**src/rtl/watchdog_supervisor_ctrl_if.sv**
```systemverilog
`default_nettype none
// ============================================================================
// Module   : watchdog_supervisor_ctrl_if
// Brief    : Signal bundle between the watchdog supervisor, its heartbeat
//            sources, the watchdog counter and the supervised logic.
//            master = supervisor side, slave = environment side.
// Revision : 1.0 - initial release
// ============================================================================
interface watchdog_supervisor_ctrl_if #(
    parameter int N_SRC = 4,
    parameter int CNT_W = 4
);
    logic             ctrl_en;
    logic [N_SRC-1:0] src_mask;
    logic [N_SRC-1:0] heartbeat;
    logic             trip_clr;
    logic             wd_rst_b;
    logic             wd_flag;
    logic             wd_enable;
    logic             wd_rstrt;
    logic             wd_remove_flag;
    logic             sys_rst;
    logic [CNT_W-1:0] trip_count;
    logic [2:0]       state;

    modport master (
        input  ctrl_en, src_mask, heartbeat, trip_clr, wd_rst_b, wd_flag,
        output wd_enable, wd_rstrt, wd_remove_flag, sys_rst, trip_count, state
    );

    modport slave (
        output ctrl_en, src_mask, heartbeat, trip_clr, wd_rst_b, wd_flag,
        input  wd_enable, wd_rstrt, wd_remove_flag, sys_rst, trip_count, state
    );
endinterface
`default_nettype wire

```
**src/rtl/watchdog_supervisor_ctrl.sv**
```systemverilog
`default_nettype none
// ============================================================================
// Module   : watchdog_supervisor_ctrl
// Brief    : Sequencer driving a watchdog counter from N heartbeat sources.
//            Restarts the watchdog once every required source has shown a
//            heartbeat since the previous restart; on a trip it holds the
//            supervised logic in reset, clears the watchdog flag and re-arms.
// Revision : 1.0 - initial release
// ============================================================================
module watchdog_supervisor_ctrl #(
    parameter int N_SRC       = 4,
    parameter int ARM_DELAY   = 4,
    parameter int HOLD_CYCLES = 16,
    parameter int HOLD_W      = 5,
    parameter int CNT_W       = 4
) (
    input  logic                       clk,
    input  logic                       rst,
    watchdog_supervisor_ctrl_if.master bus
);

    localparam logic [2:0] c_ST_IDLE  = 3'd0;
    localparam logic [2:0] c_ST_ARM   = 3'd1;
    localparam logic [2:0] c_ST_RUN   = 3'd2;
    localparam logic [2:0] c_ST_KICK  = 3'd3;
    localparam logic [2:0] c_ST_TRIP  = 3'd4;
    localparam logic [2:0] c_ST_HOLD  = 3'd5;
    localparam logic [2:0] c_ST_CLEAR = 3'd6;

    // Down-counter reload values; ARM/HOLD last exactly load+1 cycles.
    localparam logic [HOLD_W-1:0] c_ARM_LOAD  = HOLD_W'(ARM_DELAY - 1);
    localparam logic [HOLD_W-1:0] c_HOLD_LOAD = HOLD_W'(HOLD_CYCLES - 1);
    localparam logic [CNT_W-1:0]  c_TRIP_MAX  = {CNT_W{1'b1}};

    logic [2:0]        r_state;
    logic [2:0]        w_state_nxt;
    logic [HOLD_W-1:0] r_cnt;
    logic [HOLD_W-1:0] w_cnt_nxt;
    logic [N_SRC-1:0]  r_seen;
    logic [N_SRC-1:0]  w_seen_nxt;
    logic [CNT_W-1:0]  r_trip_count;

    logic [N_SRC-1:0]  w_hb_masked;
    logic [N_SRC-1:0]  w_seen_upd;
    logic              w_all_seen;
    logic              w_trip;
    logic              w_cnt_zero;
    logic [HOLD_W-1:0] w_cnt_dec;

    logic              w_wd_enable;
    logic              w_wd_rstrt;
    logic              w_wd_remove_flag;
    logic              w_sys_rst;

    // Unmasked sources are treated as permanently seen; an all-zero mask
    // would otherwise satisfy the reduction trivially, so it never kicks.
    assign w_hb_masked = bus.heartbeat & bus.src_mask;
    assign w_seen_upd  = r_seen | w_hb_masked;
    assign w_all_seen  = (&(w_seen_upd | ~bus.src_mask)) && (|bus.src_mask);
    assign w_trip      = ~bus.wd_rst_b;
    assign w_cnt_zero  = (r_cnt == '0);
    assign w_cnt_dec   = r_cnt - HOLD_W'(1);

    // State register together with the window and delay bookkeeping.
    always_ff @(posedge clk or posedge rst) begin
        if (rst) begin
            r_state <= c_ST_IDLE;
            r_cnt   <= '0;
            r_seen  <= '0;
        end else begin
            r_state <= w_state_nxt;
            r_cnt   <= w_cnt_nxt;
            r_seen  <= w_seen_nxt;
        end
    end

    // Next-state decode; a trip outranks both a pending kick and an enable drop.
    always_comb begin
        w_state_nxt = r_state;
        w_cnt_nxt   = r_cnt;
        w_seen_nxt  = r_seen;
        case (r_state)
            c_ST_IDLE: begin
                w_seen_nxt = '0;
                if (bus.ctrl_en) begin
                    w_state_nxt = c_ST_ARM;
                    w_cnt_nxt   = c_ARM_LOAD;
                end
            end
            c_ST_ARM: begin
                w_seen_nxt = '0;
                if (w_trip) begin
                    w_state_nxt = c_ST_TRIP;
                end else if (!bus.ctrl_en) begin
                    w_state_nxt = c_ST_IDLE;
                end else if (w_cnt_zero) begin
                    w_state_nxt = c_ST_RUN;
                end else begin
                    w_cnt_nxt = w_cnt_dec;
                end
            end
            c_ST_RUN: begin
                if (w_trip) begin
                    w_state_nxt = c_ST_TRIP;
                    w_seen_nxt  = '0;
                end else if (!bus.ctrl_en) begin
                    w_state_nxt = c_ST_IDLE;
                    w_seen_nxt  = '0;
                end else begin
                    w_seen_nxt = w_seen_upd;
                    if (w_all_seen) begin
                        w_state_nxt = c_ST_KICK;
                    end
                end
            end
            c_ST_KICK: begin
                if (w_trip) begin
                    w_state_nxt = c_ST_TRIP;
                    w_seen_nxt  = '0;
                end else if (!bus.ctrl_en) begin
                    w_state_nxt = c_ST_IDLE;
                    w_seen_nxt  = '0;
                end else begin
                    // Heartbeats arriving alongside the restart open the next window.
                    w_seen_nxt  = w_hb_masked;
                    w_state_nxt = c_ST_RUN;
                end
            end
            c_ST_TRIP: begin
                w_state_nxt = c_ST_HOLD;
                w_cnt_nxt   = c_HOLD_LOAD;
                w_seen_nxt  = '0;
            end
            c_ST_HOLD: begin
                if (w_cnt_zero) begin
                    w_state_nxt = c_ST_CLEAR;
                end else begin
                    w_cnt_nxt = w_cnt_dec;
                end
            end
            c_ST_CLEAR: begin
                if (!bus.wd_flag) begin
                    if (bus.ctrl_en) begin
                        w_state_nxt = c_ST_ARM;
                        w_cnt_nxt   = c_ARM_LOAD;
                    end else begin
                        w_state_nxt = c_ST_IDLE;
                    end
                end
            end
            default: begin
                w_state_nxt = c_ST_IDLE;
                w_cnt_nxt   = '0;
                w_seen_nxt  = '0;
            end
        endcase
    end

    // Saturating trip counter; a clear coinciding with a trip leaves one trip.
    always_ff @(posedge clk or posedge rst) begin
        if (rst) begin
            r_trip_count <= '0;
        end else if (bus.trip_clr) begin
            r_trip_count <= (r_state == c_ST_TRIP) ? CNT_W'(1) : '0;
        end else if ((r_state == c_ST_TRIP) && (r_trip_count != c_TRIP_MAX)) begin
            r_trip_count <= r_trip_count + CNT_W'(1);
        end
    end

    // Output decode from registered state only; restart fires on the first
    // ARM cycle, recognised by the counter still holding its reload value.
    always_comb begin
        w_wd_enable      = 1'b0;
        w_wd_rstrt       = 1'b0;
        w_wd_remove_flag = 1'b0;
        w_sys_rst        = 1'b0;
        case (r_state)
            c_ST_ARM: begin
                w_wd_enable = 1'b1;
                w_wd_rstrt  = (r_cnt == c_ARM_LOAD);
            end
            c_ST_RUN: begin
                w_wd_enable = 1'b1;
            end
            c_ST_KICK: begin
                w_wd_enable = 1'b1;
                w_wd_rstrt  = 1'b1;
            end
            c_ST_TRIP: begin
                w_wd_enable = 1'b1;
            end
            c_ST_HOLD: begin
                w_sys_rst = 1'b1;
            end
            c_ST_CLEAR: begin
                w_wd_remove_flag = 1'b1;
            end
            default: begin
                w_wd_enable = 1'b0;
            end
        endcase
    end

    assign bus.wd_enable      = w_wd_enable;
    assign bus.wd_rstrt       = w_wd_rstrt;
    assign bus.wd_remove_flag = w_wd_remove_flag;
    assign bus.sys_rst        = w_sys_rst;
    assign bus.trip_count     = r_trip_count;
    assign bus.state          = r_state;

endmodule
`default_nettype wire
```
**src/flat_wrapper.sv**
```systemverilog
// flat-port wrapper written by rule: the top's interface ports become plain ports
module watchdog_supervisor_ctrl_flat 
#(
    parameter int N_SRC       = 4,
    parameter int ARM_DELAY   = 4,
    parameter int HOLD_CYCLES = 16,
    parameter int HOLD_W      = 5,
    parameter int CNT_W       = 4
)
  (clk, rst, bus_ctrl_en, bus_src_mask, bus_heartbeat, bus_trip_clr, bus_wd_rst_b, bus_wd_flag, bus_wd_enable, bus_wd_rstrt, bus_wd_remove_flag, bus_sys_rst, bus_trip_count, bus_state);
  watchdog_supervisor_ctrl_if #(.N_SRC(N_SRC), .CNT_W(CNT_W)) bus_i ();
  input  logic clk;
  input  logic rst;
  input wire logic [$bits(bus_i.ctrl_en)-1:0] bus_ctrl_en;
  input wire logic [$bits(bus_i.src_mask)-1:0] bus_src_mask;
  input wire logic [$bits(bus_i.heartbeat)-1:0] bus_heartbeat;
  input wire logic [$bits(bus_i.trip_clr)-1:0] bus_trip_clr;
  input wire logic [$bits(bus_i.wd_rst_b)-1:0] bus_wd_rst_b;
  input wire logic [$bits(bus_i.wd_flag)-1:0] bus_wd_flag;
  output wire logic [$bits(bus_i.wd_enable)-1:0] bus_wd_enable;
  output wire logic [$bits(bus_i.wd_rstrt)-1:0] bus_wd_rstrt;
  output wire logic [$bits(bus_i.wd_remove_flag)-1:0] bus_wd_remove_flag;
  output wire logic [$bits(bus_i.sys_rst)-1:0] bus_sys_rst;
  output wire logic [$bits(bus_i.trip_count)-1:0] bus_trip_count;
  output wire logic [$bits(bus_i.state)-1:0] bus_state;
  assign bus_i.ctrl_en = bus_ctrl_en;
  assign bus_i.src_mask = bus_src_mask;
  assign bus_i.heartbeat = bus_heartbeat;
  assign bus_i.trip_clr = bus_trip_clr;
  assign bus_i.wd_rst_b = bus_wd_rst_b;
  assign bus_i.wd_flag = bus_wd_flag;
  assign bus_wd_enable = bus_i.wd_enable;
  assign bus_wd_rstrt = bus_i.wd_rstrt;
  assign bus_wd_remove_flag = bus_i.wd_remove_flag;
  assign bus_sys_rst = bus_i.sys_rst;
  assign bus_trip_count = bus_i.trip_count;
  assign bus_state = bus_i.state;
  watchdog_supervisor_ctrl #(.N_SRC(N_SRC), .ARM_DELAY(ARM_DELAY), .HOLD_CYCLES(HOLD_CYCLES), .HOLD_W(HOLD_W), .CNT_W(CNT_W)) u_core (.clk(clk), .rst(rst), .bus(bus_i));
endmodule
```
**config.mk**
```make
export PLATFORM = sky130hd
export DESIGN_NAME = watchdog_supervisor_ctrl_flat
export DESIGN_NICKNAME = d
export VERILOG_FILES = /design/src/rtl/watchdog_supervisor_ctrl_if.sv /design/src/rtl/watchdog_supervisor_ctrl.sv /design/src/flat_wrapper.sv
export SDC_FILE = /design/constraint.sdc
export NUM_CORES = 1
export LEC_CHECK = 0
export ABC_CLOCK_PERIOD_IN_PS = 1800
export CORE_MARGIN = 2
export CORE_UTILIZATION = 40
export DETAILED_ROUTE_END_ITERATION = 8
export PLACE_DENSITY = 0.66
export SLEW_MARGIN = 20
export SYNTH_ARGS = -nofsm -noshare
export SYNTH_HDL_FRONTEND = slang
export SYNTH_SLANG_ARGS = --single-unit
```
**constraint.sdc**
```tcl
create_clock -name clk -period 1.8 [get_ports clk]
set_input_delay 0.18 -clock clk [delete_from_list [all_inputs] [get_ports clk]]
set_output_delay 0.18 -clock clk [all_outputs]
set_load 0.01 [all_outputs]
```
==> results_dict.tcl, run 1 <==
set metrics [dict create \
    crit_required_ns 1.62 \
    die_h_um 56.9 \
    overflow 0 \
    rsz0062_at_grt "false" \
    ant_nets 0 \
    synth_area_leaders "dfrtp_1 36%, a32o_1 4.5%, ha_1 4.5%" \
    drv_cap 0 \
    syn_area_mm2 0.00112 \
    drcViolationCount 0 \
    fin_crit_sh 0.962 \
    n_antenna_cell 0 \
    routed_wirelength_mm 2.67 \
    swShare 0.401 \
    cts.root.buffer_cell "clkbuf_4" \
    area_growth_pct 41.4 \
    timing_worst_setup_path_type "reg -> out" \
    antenna_found_initial 0 \
    power_density_mw_per_mm2 1350 \
    ys_dominant_reg_cell "dfrtp_1" \
    finalSetupViolCount 0 \
    grt_pass1_wl_mm 4.53 \
    postSynthAreaPerCell_um2 9.48 \
    rows 19 \
    end_kind "output pin" \
    portBuffers 24 \
    avgViaCountPerCell 5.48 \
    yosysSeqAreaShare 0.358 \
    final.min_clock_period_ns 1.73 \
    hold_buffers 0 \
    synth_top_area_frac 0.358 \
    die-area_mm2 0.00324 \
    nets 184 \
    r2r_end "u_core.r_cnt[3]$_DFFE_PP0P_" \
    fin_setup_tns_ns 0 \
    status "completed" \
    grt_max_degree 17 \
    ys_warn_count 0 \
    gr-usage-all-layers 0.180 \
    layout-drive-gt1-share 0.255 \
    numCtsBuffers 3 \
    cts_tree "yes" \
    internal-power_mw 1.28 \
    mostFrequentLayoutCell "buf_4" \
    grt_pass1_vias 1022 \
    slew_headroom 0.589 \
    worstMarginPinSlew_ns 0.616 \
    switchingPower_mw 0.853 \
    wl_met3_um 131 \
    drt_first_pass_iters 4 \
    clk_latency_ns 0.30 \
    reg2reg_depth 7 \
    wl_met1_mm 1.29 \
    wl_per_cell_um 13.6 \
    clockPowerShare 0.117 \
    final_cell_mix "24 x buf_4, 21 x clkdlybuf4s50_1, 13 x dfrtp_1" \
    startpoint_type "register" \
    top_layer "met4" \
    path_max_fanout 8 \
    clk_pin_slew_ns 0.10 \
    hold_violations 0 \
    dp.cells 181 \
    synth-async-reset-ratio 1.00 \
    hold_path_class "in -> async" \
    synth_edf_count 0 \
    reg2reg_setup_slack_ns 0.11 \
    seqPwrFrac 0.265 \
    num-fill-cells 260 \
    initialDrtViolationCount 27 \
    clock_sinks 16 \
    instances_no_fill 196 \
    fmax_mhz 577 \
    pin_count 25 \
    peakVddDrop_v 0.000894 \
    final_max_slew_viol_count 0 \
    dr_wl_met2_mm 1.21 \
    p_leak_nw 0.703 \
    yosysTopAreaCell "dfrtp_1" \
    initial_core_util 0.413 \
    routed-via-count 1075 \
    coreArea_mm2 0.00271 \
    die_x_um 56.9 \
    place_congestion 0.869 \
    ctsLongestPathBuffers 2 \
    rr_startpoint "u_core.r_cnt[0]$_DFFE_PP0P_" \
    finalClockSkew_ns 0.00679 \
    htreeDepth 1 \
    synth_cell_types 44 \
    syn_inst 118 \
    ys_ff_latch 16 \
    combPwrFrac 0.618 \
    dpl.hpwl_mm 2.01 \
    synthesis.nets 136 \
    arrival_ns 1.55 \
]
flip-flops by register name, summed over array words and instances (netlist names):
register               flops
u_core.r_cnt               5
u_core.bus.trip_count      4
u_core.r_seen              4
u_core.bus.state           3
through the flow:
step           cell area [um^2]  hold WS, ns   util  worst slack (ns)  power [mW]
2_1_floorplan              1120       0.0937      -             0.320        1.30
3_3_place_gp               1460        0.481  0.538             0.133        1.75
3_5_place_dp               1460        0.491  0.538             0.111        1.76
4_1_cts                    1560        0.280  0.574            0.0397        2.09
5_1_grt                    1580        0.309  0.584          0.000918        2.31
6_report                   1580        0.244  0.584            0.0678        2.13
cell usage after synthesis, drive strengths merged (4+ instances only):
library cell and instances:
a21oi 6, a32o 5, nand2b 4, inv 4, nor2 9, dfrtp 16, o21ai 6, buf 5
ha 4, nor3b 5, nand2 10, nand3 5
layout make-up:
| type | count | area [um^2] | share of cell area |
|---|---|---|---|
| multi-input combinational | 93 | 671 | 0.424 |
| timing repair buffer | 48 | 417 | 0.263 |
| sequential | 16 | 404 | 0.256 |
| tap | 31 | 38.8 | 0.0245 |
| clock buffer | 4 | 36.3 | 0.0229 |
| inverter | 4 | 15.0 | 0.00949 |
cells by family (layout without fill, tap and decap cells):
family	count (synthesis)	in the layout	share of synthesized area
xor gates and xnor gates	3	3	0.0235
muxes	1	1	0.00895
and+or+nand+nor	49	49	0.270
adders and majority gates	4	4	0.0447
AOI/OAI and AO/OA	36	36	0.248
buffers and inverters	9	56	0.0470
DFF	16	16	0.358
power by group through the flow:
stage,Sequential [mW],Combinational (mW),Clock (mW)
after CTS,0.562,1.27,0.252
after global routing,0.582,1.46,0.272
after global placement,0.591,1.15,0
after floorplan,0.599,0.705,0
final,0.565,1.32,0.249
after detailed placement,0.600,1.16,0
layer usage:
layer  track usage  vias up
met4        0.0698        0
met3        0.0415        4
met1         0.241      510
li1              -      537
met5             0        -
met2         0.279       24
how the worst max path moves through the flow:
stage | from | end | slack, ns | depth (start not counted)
after global routing | u_core.r_cnt[1]$_DFFE_PP0P_ | u_core.r_cnt[3]$_DFFE_PP0P_ | 0.0009 | 7
final | u_core.bus.state[1]$_DFFE_PP0P_ | bus_state[1] | 0.07 | 3
after floorplan | u_core.r_cnt[0]$_DFFE_PP0P_ | u_core.r_cnt[3]$_DFFE_PP0P_ | 0.32 | 6
after CTS | u_core.bus.state[0]$_DFFE_PP0P_ | bus_wd_remove_flag | 0.04 | 3
after detailed placement | u_core.r_cnt[3]$_DFFE_PP0P_ | bus_wd_rstrt | 0.11 | 4
after global placement | u_core.r_cnt[3]$_DFFE_PP0P_ | bus_wd_rstrt | 0.13 | 4
timing repair:
action                                  in CTS  in global routing
gates cloned                                 0                  0
gates resized for setup                      5                  7
pin swaps                                    0                  2
endpoints found under the setup margin       5                  3
setup buffers                                8                  3
worst max-delay path, stage by stage, from the launching register on:
cell             delay, ns
dfrtp_2               0.44
buf_4                 0.15
buf_4                 0.14
clkdlybuf4s50_1       0.53
Note: power is estimated with default switching activity, not from simulation.
==> inputs of run 2 (changes only) <==
CELL_PAD_IN_SITES_DETAIL_PLACEMENT = 0   (was unset)
CELL_PAD_IN_SITES_GLOBAL_PLACEMENT = 2   (was unset)
CORE_UTILIZATION = 30   (was 40)
PLACE_DENSITY = 0.78   (was 0.66)
==> results_dict.tcl, run 2 (same netlist as run 1, synthesis figures left out) <==
set metrics [dict create \
    finalClockSkew_ns 0.00103 \
    power_density_mw_per_mm2 1360 \
    regMostFlops "u_core.r_cnt" \
    p_leak_nw 0.653 \
    area_growth_pct 38.5 \
    routed_wirelength_mm 2.78 \
    coreArea_mm2 0.00363 \
    routed-via-count 1045 \
    status "completed" \
    initialDrtViolationCount 23 \
    wl_met1_mm 1.28 \
    nets 174 \
    timing_worst_setup_path_type "reg -> out" \
    htreeDepth 1 \
    drcViolationCount 0 \
    cts_tree "yes" \
    wl_met3_um 93 \
    hold_path_class "in -> async" \
    clk_pin_slew_ns 0.07 \
    top_layer "met4" \
    peakVddDrop_v 0.000514 \
    dr_wl_met2_mm 1.36 \
    largest_reg_flops 5 \
    reg2reg_depth 6 \
    overflow 0 \
    final_max_slew_viol_count 0 \
    drv_cap 0 \
    reg2reg_setup_slack_ns 0.13 \
    pin_count 25 \
    arrival_ns 1.56 \
    antenna_found_initial 0 \
    drt_first_pass_iters 5 \
    fmax_mhz 573 \
    die_h_um 65.1 \
    die-area_mm2 0.00423 \
    r2r_end "u_core.r_cnt[1]$_DFFE_PP0P_" \
    rows 22 \
    slew_headroom 0.722 \
    numCtsBuffers 3 \
    startpoint_type "register" \
    die_x_um 65.1 \
    ctsLongestPathBuffers 2 \
    grt_pass1_wl_mm 4.62 \
    mostFrequentLayoutCell "clkdlybuf4s50_1" \
    initial_core_util 0.308 \
    dp.cells 196 \
    gr-usage-all-layers 0.140 \
    fin_crit_sh 0.969 \
    path_max_fanout 8 \
    ant_nets 0 \
    portBuffers 24 \
    hold_violations 0 \
    finalSetupViolCount 0 \
    dpl.hpwl_mm 2.15 \
    cts.root.buffer_cell "clkbuf_8" \
    final_cell_mix "22 x clkdlybuf4s50_1, 14 x buf_4, 13 x dfrtp_1" \
    crit_required_ns 1.62 \
    grt_max_degree 17 \
    rr_startpoint "u_core.r_cnt[0]$_DFFE_PP0P_" \
    layout-drive-gt1-share 0.187 \
    wl_per_cell_um 13.7 \
    num-fill-cells 399 \
    final.min_clock_period_ns 1.74 \
    place_congestion 0.935 \
    avgViaCountPerCell 5.15 \
    fin_util 0.426 \
    worstMarginPinSlew_ns 0.414 \
    end_kind "output pin" \
    grt_pass1_vias 1032 \
    clk_latency_ns 0.25 \
    instances_no_fill 203 \
    n_antenna_cell 0 \
    clock_sinks 16 \
]
-- run 2: changes by cell type in the layout (fill, tap and decap cells not counted), sizes merged --
cell           delta
buf              -10
clkbuf            -1
clkdlybuf4s50     +1
-- run 2: final cells by class --
type	count	area [um^2]	area share
inverters	4	15.0	0.00969
repair buffers	38	347	0.224
clock buffers	4	55.1	0.0355
well taps	48	60.1	0.0388
multi-input cells	93	668	0.431
flip-flops and latches	16	404	0.261
-- run 2: critical path: stages (launching register included) --
cell             delay (ns)
dfrtp_2                0.49
nor2_2                 0.14
xnor2_1                0.13
clkdlybuf4s50_1        0.56
-- run 2: worst max-delay path by stage --
stage | start | to | slack, ns | cells after the start
3_5_place_dp | u_core.r_cnt[4]$_DFFE_PP0P_ | bus_wd_rstrt | 0.15 | 4
2_1_floorplan | u_core.r_cnt[0]$_DFFE_PP0P_ | u_core.r_cnt[3]$_DFFE_PP0P_ | 0.32 | 6
4_1_cts | u_core.bus.state[0]$_DFFE_PP0P_ | bus_state[0] | 0.004 | 3
6_report | u_core.bus.state[1]$_DFFE_PP0P_ | bus_wd_enable | 0.06 | 3
3_3_place_gp | u_core.bus.state[1]$_DFFE_PP0P_ | bus_sys_rst | 0.16 | 3
5_1_grt | u_core.bus.state[1]$_DFFE_PP0P_ | bus_wd_enable | -0.0005 | 3
-- run 2: power breakdown --
| part | total, mW | switching (mW) | internal, mW | leakage (nW) |
|---|---|---|---|---|
| combinational | 1.19 | 0.591 | 0.596 | 0.424 |
| clock | 0.330 | 0.136 | 0.194 | 0.0288 |
| sequential | 0.585 | 0.120 | 0.465 | 0.200 |
| total | 2.10 | 0.846 | 1.26 | 0.653 |
-- run 2: stage by stage --
step / setup TNS, ns / setup slack [ns] / power, mW / hold WS [ns] / area [um^2]
after floorplan: 0 / 0.320 / 1.30 / 0.0937 / 1120
after global placement: 0 / 0.161 / 1.74 / 0.486 / 1460
after detailed placement: 0 / 0.153 / 1.75 / 0.482 / 1460
after CTS: 0 / 0.00412 / 2.11 / 0.248 / 1530
after global routing: -0.000461 / -0.000461 / 2.26 / 0.259 / 1550
final: 0 / 0.0559 / 2.10 / 0.237 / 1550
-- run 2: timing repair --
item,CTS,global route
endpoints found under the setup margin,3,3
resized for setup,3,3
hold buffers,0,0
setup buffers,1,2
gates cloned,0,0
-- run 2: layer usage --
layer  track usage  vias to the layer above
li1              -                      512
met1         0.171                      506
met2         0.241                       20
met3        0.0226                        7
met4        0.0625                        0
met5             0                        -
